<file path="src/rtl/apb2axi_pkg.sv">
// Shared types, widths and response helpers for the APB-to-AXI bridge read path.
// Latency: none (declarations only).
// Backpressure: n/a.
package apb2axi_pkg;

    localparam int AXI_DATA_W = 64;
    localparam int AXI_ID_W   = 4;
    localparam int TAG_NUM    = 16;
    localparam int TAG_W      = $clog2(TAG_NUM);

    localparam logic [1:0] AXI_RESP_OKAY   = 2'b00;
    localparam logic [1:0] AXI_RESP_EXOKAY = 2'b01;
    localparam logic [1:0] AXI_RESP_SLVERR = 2'b10;
    localparam logic [1:0] AXI_RESP_DECERR = 2'b11;

    typedef enum logic {
        RT_IDLE   = 1'b0,
        RT_ACTIVE = 1'b1
    } rd_tag_state_e;

    // Per-tag burst context: FSM state, beats accepted so far, worst response seen
    typedef struct packed {
        rd_tag_state_e state;
        logic [7:0]    cnt;
        logic [1:0]    worst;
    } rd_tag_ctx_t;

    // One read-data FIFO entry per accepted beat
    typedef struct packed {
        logic [TAG_W-1:0]      tag;
        logic [AXI_DATA_W-1:0] data;
        logic                  last;
        logic [1:0]            resp;
    } rdf_entry_t;

    // One completion FIFO entry per finished burst
    typedef struct packed {
        logic             is_write;
        logic [TAG_W-1:0] tag;
        logic [1:0]       resp;
        logic             error;
        logic [7:0]       num_beats;
    } completion_entry_t;

    localparam int RDF_W = $bits(rdf_entry_t);
    localparam int CPL_W = $bits(completion_entry_t);

    localparam rd_tag_ctx_t RD_TAG_CTX_RST = '{state: RT_IDLE, cnt: 8'd0, worst: AXI_RESP_OKAY};

    // Worst-of merge: DECERR beats SLVERR beats OKAY; EXOKAY counts as OKAY
    function automatic logic [1:0] resp_merge(input logic [1:0] a, input logic [1:0] b);
        if (a == AXI_RESP_DECERR || b == AXI_RESP_DECERR) begin
            return AXI_RESP_DECERR;
        end else if (a == AXI_RESP_SLVERR || b == AXI_RESP_SLVERR) begin
            return AXI_RESP_SLVERR;
        end else begin
            return AXI_RESP_OKAY;
        end
    endfunction

endpackage

</file>
<file path="src/rtl/apb2axi_rd_tag_ctx.sv">
// Per-tag read burst context store: TAG_NUM entries, one async read port, one write port.
// Latency: read is combinational; a write is visible on the cycle after wr_en.
// Backpressure: none; the owner decides when to write.
module apb2axi_rd_tag_ctx
    import apb2axi_pkg::*;
(
    input  logic               aclk,
    input  logic               aresetn,
    input  logic [TAG_W-1:0]   rd_tag,
    output rd_tag_ctx_t        rd_ctx,
    input  logic               wr_en,
    input  logic [TAG_W-1:0]   wr_tag,
    input  rd_tag_ctx_t        wr_ctx,
    output logic [TAG_NUM-1:0] tag_active
);

    rd_tag_ctx_t ctx_q [TAG_NUM];

    // Context array: cleared by reset so a burst cut by reset leaves no trace
    always_ff @(posedge aclk or negedge aresetn) begin
        if (!aresetn) begin
            for (int t = 0; t < TAG_NUM; t++) begin
                ctx_q[t] <= RD_TAG_CTX_RST;
            end
        end else if (wr_en) begin
            ctx_q[wr_tag] <= wr_ctx;
        end
    end

    assign rd_ctx = ctx_q[rd_tag];

    // A tag is active between its first non-last beat and its last beat
    always_comb begin
        tag_active = '0;
        for (int t = 0; t < TAG_NUM; t++) begin
            tag_active[t] = (ctx_q[t].state == RT_ACTIVE);
        end
    end

endmodule

</file>
<file path="src/rtl/apb2axi_rd_resp_collector.sv">
// AXI R-channel sink: tags each beat into the read-data FIFO, one completion per burst on RLAST.
// Latency: rdf push in the accept cycle; completion push registered, 1 cycle after the last beat.
// Backpressure: rready drops on rdf_full, cpl_full and in the completion push cycle. Option: APB2AXI_RLEN_CHECK_EN.
module apb2axi_rd_resp_collector
    import apb2axi_pkg::*;
(
    input  logic                  aclk,
    input  logic                  aresetn,
    input  logic                  rvalid,
    output logic                  rready,
    input  logic [AXI_ID_W-1:0]   rid,
    input  logic [AXI_DATA_W-1:0] rdata,
    input  logic [1:0]            rresp,
    input  logic                  rlast,
    output logic                  rdf_wr_en,
    output logic [RDF_W-1:0]      rdf_wr_data,
    input  logic                  rdf_full,
    output logic                  cpl_wr_en,
    output logic [CPL_W-1:0]      cpl_wr_data,
    input  logic                  cpl_full,
    output logic [TAG_NUM-1:0]    tag_active
`ifdef APB2AXI_RLEN_CHECK_EN
    ,
    output logic [TAG_W-1:0]      dir_rd_tag,
    input  logic [7:0]            dir_rd_len
`endif
);

    logic              aresetn_q;
    logic              acc;
    logic [TAG_W-1:0]  tag;
    rd_tag_ctx_t       rd_ctx;
    rd_tag_ctx_t       wr_ctx;
    rd_tag_state_e     state_nxt;
    logic [1:0]        merged_resp;
    logic [7:0]        cnt_inc;
    logic              len_err;
    rdf_entry_t        rdf_entry;
    completion_entry_t cpl_nxt;

    // Hold rready low until the first clock edge after reset release
    always_ff @(posedge aclk or negedge aresetn) begin
        if (!aresetn) begin
            aresetn_q <= 1'b0;
        end else begin
            aresetn_q <= 1'b1;
        end
    end

    // The completion push cycle blocks the next beat so last pushes never collide
    assign rready = aresetn_q & ~rdf_full & ~cpl_full & ~cpl_wr_en;
    assign acc    = rvalid & rready;
    assign tag    = rid[TAG_W-1:0];

`ifdef APB2AXI_RLEN_CHECK_EN
    assign dir_rd_tag = tag;
`endif

    apb2axi_rd_tag_ctx u_tag_ctx (
        .aclk       (aclk),
        .aresetn    (aresetn),
        .rd_tag     (tag),
        .rd_ctx     (rd_ctx),
        .wr_en      (acc),
        .wr_tag     (tag),
        .wr_ctx     (wr_ctx),
        .tag_active (tag_active)
    );

    // Beat pass-through into the read-data FIFO, same cycle as the accept
    always_comb begin
        rdf_entry      = '0;
        rdf_entry.tag  = tag;
        rdf_entry.data = rdata;
        rdf_entry.last = rlast;
        rdf_entry.resp = rresp;
    end

    assign rdf_wr_en   = acc;
    assign rdf_wr_data = rdf_entry;

    // Response merge, saturating beat count and optional length check for the current beat
    always_comb begin
        len_err = 1'b0;
`ifdef APB2AXI_RLEN_CHECK_EN
        // cnt is the 0-based index of this beat; the last beat must sit at index len
        if (rlast) begin
            len_err = (rd_ctx.cnt != dir_rd_len);
        end else begin
            len_err = (rd_ctx.cnt == dir_rd_len);
        end
`endif
        merged_resp = resp_merge(rd_ctx.worst, rresp);
        if (len_err && merged_resp != AXI_RESP_DECERR) begin
            merged_resp = AXI_RESP_SLVERR;
        end
        cnt_inc = (rd_ctx.cnt == 8'hFF) ? 8'hFF : rd_ctx.cnt + 8'd1;
    end

    // Per-tag FSM next state; the context is only written on an accepted beat
    always_comb begin
        state_nxt = rd_ctx.state;
        case (rd_ctx.state)
            RT_IDLE:   state_nxt = rlast ? RT_IDLE : RT_ACTIVE;
            RT_ACTIVE: state_nxt = rlast ? RT_IDLE : RT_ACTIVE;
            default:   state_nxt = RT_IDLE;
        endcase

        wr_ctx = RD_TAG_CTX_RST;
        if (!rlast) begin
            wr_ctx.state = state_nxt;
            wr_ctx.cnt   = cnt_inc;
            wr_ctx.worst = merged_resp;
        end
    end

    // Completion payload built from the context plus the last beat itself
    always_comb begin
        cpl_nxt           = '0;
        cpl_nxt.is_write  = 1'b0;
        cpl_nxt.tag       = tag;
        cpl_nxt.resp      = merged_resp;
        cpl_nxt.error     = merged_resp[1];
        cpl_nxt.num_beats = cnt_inc;
    end

    // Completion register: one-cycle push following each last-beat accept
    always_ff @(posedge aclk or negedge aresetn) begin
        if (!aresetn) begin
            cpl_wr_en   <= 1'b0;
            cpl_wr_data <= '0;
        end else begin
            cpl_wr_en <= acc & rlast;
            if (acc && rlast) begin
                cpl_wr_data <= cpl_nxt;
            end
        end
    end

endmodule
</file>
<file path="config.mk">
export PLATFORM = sky130hd
export DESIGN_NAME = apb2axi_rd_resp_collector
export DESIGN_NICKNAME = d
export VERILOG_FILES = /design/src/rtl/apb2axi_pkg.sv /design/src/rtl/apb2axi_rd_tag_ctx.sv /design/src/rtl/apb2axi_rd_resp_collector.sv
export SDC_FILE = /design/constraint.sdc
export NUM_CORES = 1
export LEC_CHECK = 0
export CAP_MARGIN = 25
export CORE_ASPECT_RATIO = 1.4
export CORE_UTILIZATION = 58
export CTS_BUF_LIST = sky130_fd_sc_hd__clkbuf_2 sky130_fd_sc_hd__clkbuf_4 sky130_fd_sc_hd__clkbuf_8
export DETAILED_ROUTE_END_ITERATION = 10
export PLACE_DENSITY = 0.86
export SETUP_SLACK_MARGIN = 0.2
export SLEW_MARGIN = 5
export SYNTH_ARGS = -nofsm -noshare
export SYNTH_HDL_FRONTEND = slang
export SYNTH_SLANG_ARGS = --single-unit
</file>
<file path="constraint.sdc">
create_clock -name aclk -period 4.3 [get_ports aclk]
set_clock_uncertainty 0.1 [all_clocks]
set_input_delay 0.86 -clock aclk [delete_from_list [all_inputs] [get_ports aclk]]
set_output_delay 0.86 -clock aclk [all_outputs]
set_load 0.005 [all_outputs]
</file>
==> summary.md <==
The run finished with clean final reports. The predominant post-synthesis flop cell is dfrtp_1. Before antenna repair, the detailed router went through 6 iterations. The post-detailed-route via-to-cell ratio was 6.86. The worst setup path is captured at an output port. The first global-routing pass estimated 36.8 mm of wire. The reg-to-reg critical path startpoint was u_tag_ctx.ctx_q[91]$_DFFE_PN0P_. The tree is rooted in a clkbuf_8. The number of global-route vias before repair is 6,332, and the final-report setup violation count is 0. Relative to the synthesized area, the layout overhead comes to 5.82%. The logs give 1.26 ns for the register-to-register path setup slack and 0 for the total inserted antenna cells.

After layout, the minimum clock period comes to 3.80 ns. The count of final hold-check violations is 0, and the height of the chip is 152 um. The setup path with the least slack is of type input port to output port. The number of nets with antenna violations after routing is 0, and the initial core utilization is 0.596. Power comes to 3.56 mW. For the highest achievable clock rate, the log shows 263 MHz. Summed over all cells, the static leakage comes to 4.74 nW. Measured in cells, the most critical reg-to-reg path has a length of 8. After clock tree synthesis, the clock-pin slew on the worst setup and hold paths is 0.11 ns. The run gives 0.306 as the global router's overall resource usage. The run gives 0.0166 sq mm as the overall die area. Before CTS, the worst setup slack after placement is 0.324 ns. STA classifies the critical path startpoint as an input port.

The mapped netlist covers 0.00930 sq mm. The maximum fanout encountered on the critical timing path is 5, and the post-CTS setup buffer count is 0. The biggest area contributor in the post-synthesis netlist is dfrtp_1.

Detailed placement finished with a half-perimeter wire length of 16.2 mm. The die is 109 um wide. For this design, the CTS-stage hold fixing added 0 buffers. The detailed router placed 6,137 vias in this run.

The synthesized instance count was 720. The worst relative slew slack is 0.416, and the fraction of post-synthesis cell area in the top cell type by area is 0.516. A synthesized cell averages 12.9 sq um. After detailed routing, the number of remaining DRC violations is 0. The smallest setup slack after layout was 0.497 ns; the number of buffers created by CTS was 17. The number of clock sinks seen by CTS was 192; the aggregate negative setup slack was 0 ns.

Routability-driven placement finished with a final weighted congestion of 0.911. The met3 demand-to-capacity share in global routing came out at 0.0828. Summed over all layers, the global routing overflow is 0.

The run gives 0 as the max-slew violation total from the final report. The core region is 0.0156 sq mm. The sequential share of the synthesized area came out at 0.516. The routed design has 23.8 mm of wire.

The tools report the maximum root-to-sink buffer count as 2. The fraction of synthesis flops using an asynchronous set or reset pin came out at 1.00. The clock tree synthesis step divided the H-tree into 4 levels.

In this run the core area contains 54 standard-cell rows. The number of enable-type register cells in the synthesized netlist is 0, and the number of antenna violations at the first check in global routing is 0. Leaving out fill and tap cells, the most frequent cell in the layout is dfrtp_1. The filler cells instantiated in the layout total 1,083. The number of gates resized after cts was 0; the ratio of total power to cell area was 362 mW/mm^2. The path class of the tightest hold or removal check is input port to async pin. VDD sags by at most 0.236 mV. The required time of the worst setup path was 3.34 ns; the actual slew at the worst max-slew pin was 0.873 ns. The tool flagged a number of max-cap violations equal to 0. The detailed router finished its first iteration with 768 violations.

The run gives 120 as the pin count of the biggest net entering global routing. The library cells used most frequently in the layout, excluding fill and tap cells, are 192 x dfrtp_1, 81 x a22o_1, 60 x nand2_1. The layer flagged by global routing as most heavily used is met2. The run gives 763 as the final net count. In this run the critical register-to-register path is captured at u_tag_ctx.ctx_q[114]$_DFFE_PN0P_. The final routed wire length divided by cell count came out at 26.6 um. After synthesis, the cell types taking the most area are dfrtp_1 52%, a22o_1 7.6%, buf_4 7.5%, mux2_2 6.5%, mux4_2 6.1%.

Setup repair after global routing left no endpoint under its margin. The warning count from the yosys run was 0; the number of distinct standard cells referenced by the synthesized netlist was 48. The core occupancy in the finished layout was 0.631; the met2 demand-to-capacity share in global routing was 0.453.

After synthesis the netlist holds a flip-flop and latch count of 192. Share of layout cells above drive strength 1: 0.228. The met1 layer usage reported by global route was 0.385; the post-route clock period utilization was 0.884. The run gives 2.84 ns as the data arrival time of the worst path. In this run the count of I/O pins placed on the die edge is 182. Clock latency on the worst-skew pair, taken at its later pin, is 0.47 ns. TritonCTS built the clock tree. For the post-synthesis net count, the log shows 797.

Number of input and output port buffers inserted: 52.
worst max-delay path by stage:
stage                   from                               end  slack, ns  cells after the start
floorplan             rid[0]  u_tag_ctx.ctx_q[107]$_DFFE_PN0P_       0.87                     15
global placement      rid[0]   u_tag_ctx.ctx_q[72]$_DFFE_PN0P_       0.42                     10
detailed placement    rid[1]  u_tag_ctx.ctx_q[114]$_DFFE_PN0P_       0.32                      9
CTS                 cpl_full                         rdf_wr_en       0.49                      4
global route        cpl_full                         rdf_wr_en       0.39                      4
finish              cpl_full                         rdf_wr_en       0.50                      4
layer usage:
| layer | routed length, um | vias up |
|---|---|---|
| met4 | 1810 | 0 |
| met2 | 11200 | 377 |
| met1 | 8300 | 3109 |
| met3 | 2450 | 172 |
| met5 | 0 | - |
| li1 | - | 2479 |
cell families (layout without fill, tap and decap cells):
logic type / Yosys count / in the layout / synth area share
and+or+nand+nor: 127 / 127 / 0.0651
DFF: 192 / 192 / 0.516
buffers and inverters: 144 / 122 / 0.108
adders and majority gates: 1 / 1 / 0.00134
AOI/OAI and AO/OA: 153 / 153 / 0.126
muxes: 99 / 99 / 0.180
other: 2 / 2 / 0.000807
xor gates and xnor gates: 2 / 2 / 0.00188
stage by stage:
step | cells | area (sq um) | hold WS (ns)
CTS | 893 | 9820 | 0.386
finish | 894 | 9850 | 0.0830
floorplan | 720 | 9300 | 0.342
global route | 894 | 9850 | 0.0591
global placement | 862 | 9360 | 0.355
detailed placement | 862 | 9360 | 0.366
registers in the layout, summed over array words and instances (netlist names):
register and cells:
aresetn_q 1, cpl_wr_data 14, u_tag_ctx.ctx_q 160, cpl_wr_en 1
u_tag_ctx.tag_active 16
power by group:
part	internal, mW	total [mW]	switching [mW]
clock	0.700	1.36	0.658
combinational	0.157	0.305	0.148
sequential	1.86	1.90	0.0353
total	2.72	3.56	0.841
cell type report:
type,count,area (sq um),share of cell area
clock buffer,17,234,0.0238
sequential,192,4800,0.488
inverter,2,7.51,0.000762
multi-input combinational,384,3490,0.355
clock inverter,14,224,0.0227
tap,196,245,0.0249
timing repair buffer,89,837,0.0850
synth_stat cells, types with 5 or more instances:
cell and n:
a21o_1 17, clkbuf_1 25, dfrtp_1 192, nand3_1 8
or3_1 5, buf_6 7, buf_2 13, nand2_1 60
nor2_1 25, nand4_1 6, mux4_2 25, buf_4 93
o21ai_1 10, o21ai_0 26, a22oi_1 10, a22o_1 81
mux2_2 54, mux4_1 18
critical path: stages:
cell and delay (ns):
clkdlybuf4s50_1 0.40, nor4b_1 0.53, and2_0 0.46, clkdlybuf4s50_1 0.59
Power figures use the tool's default switching activity.
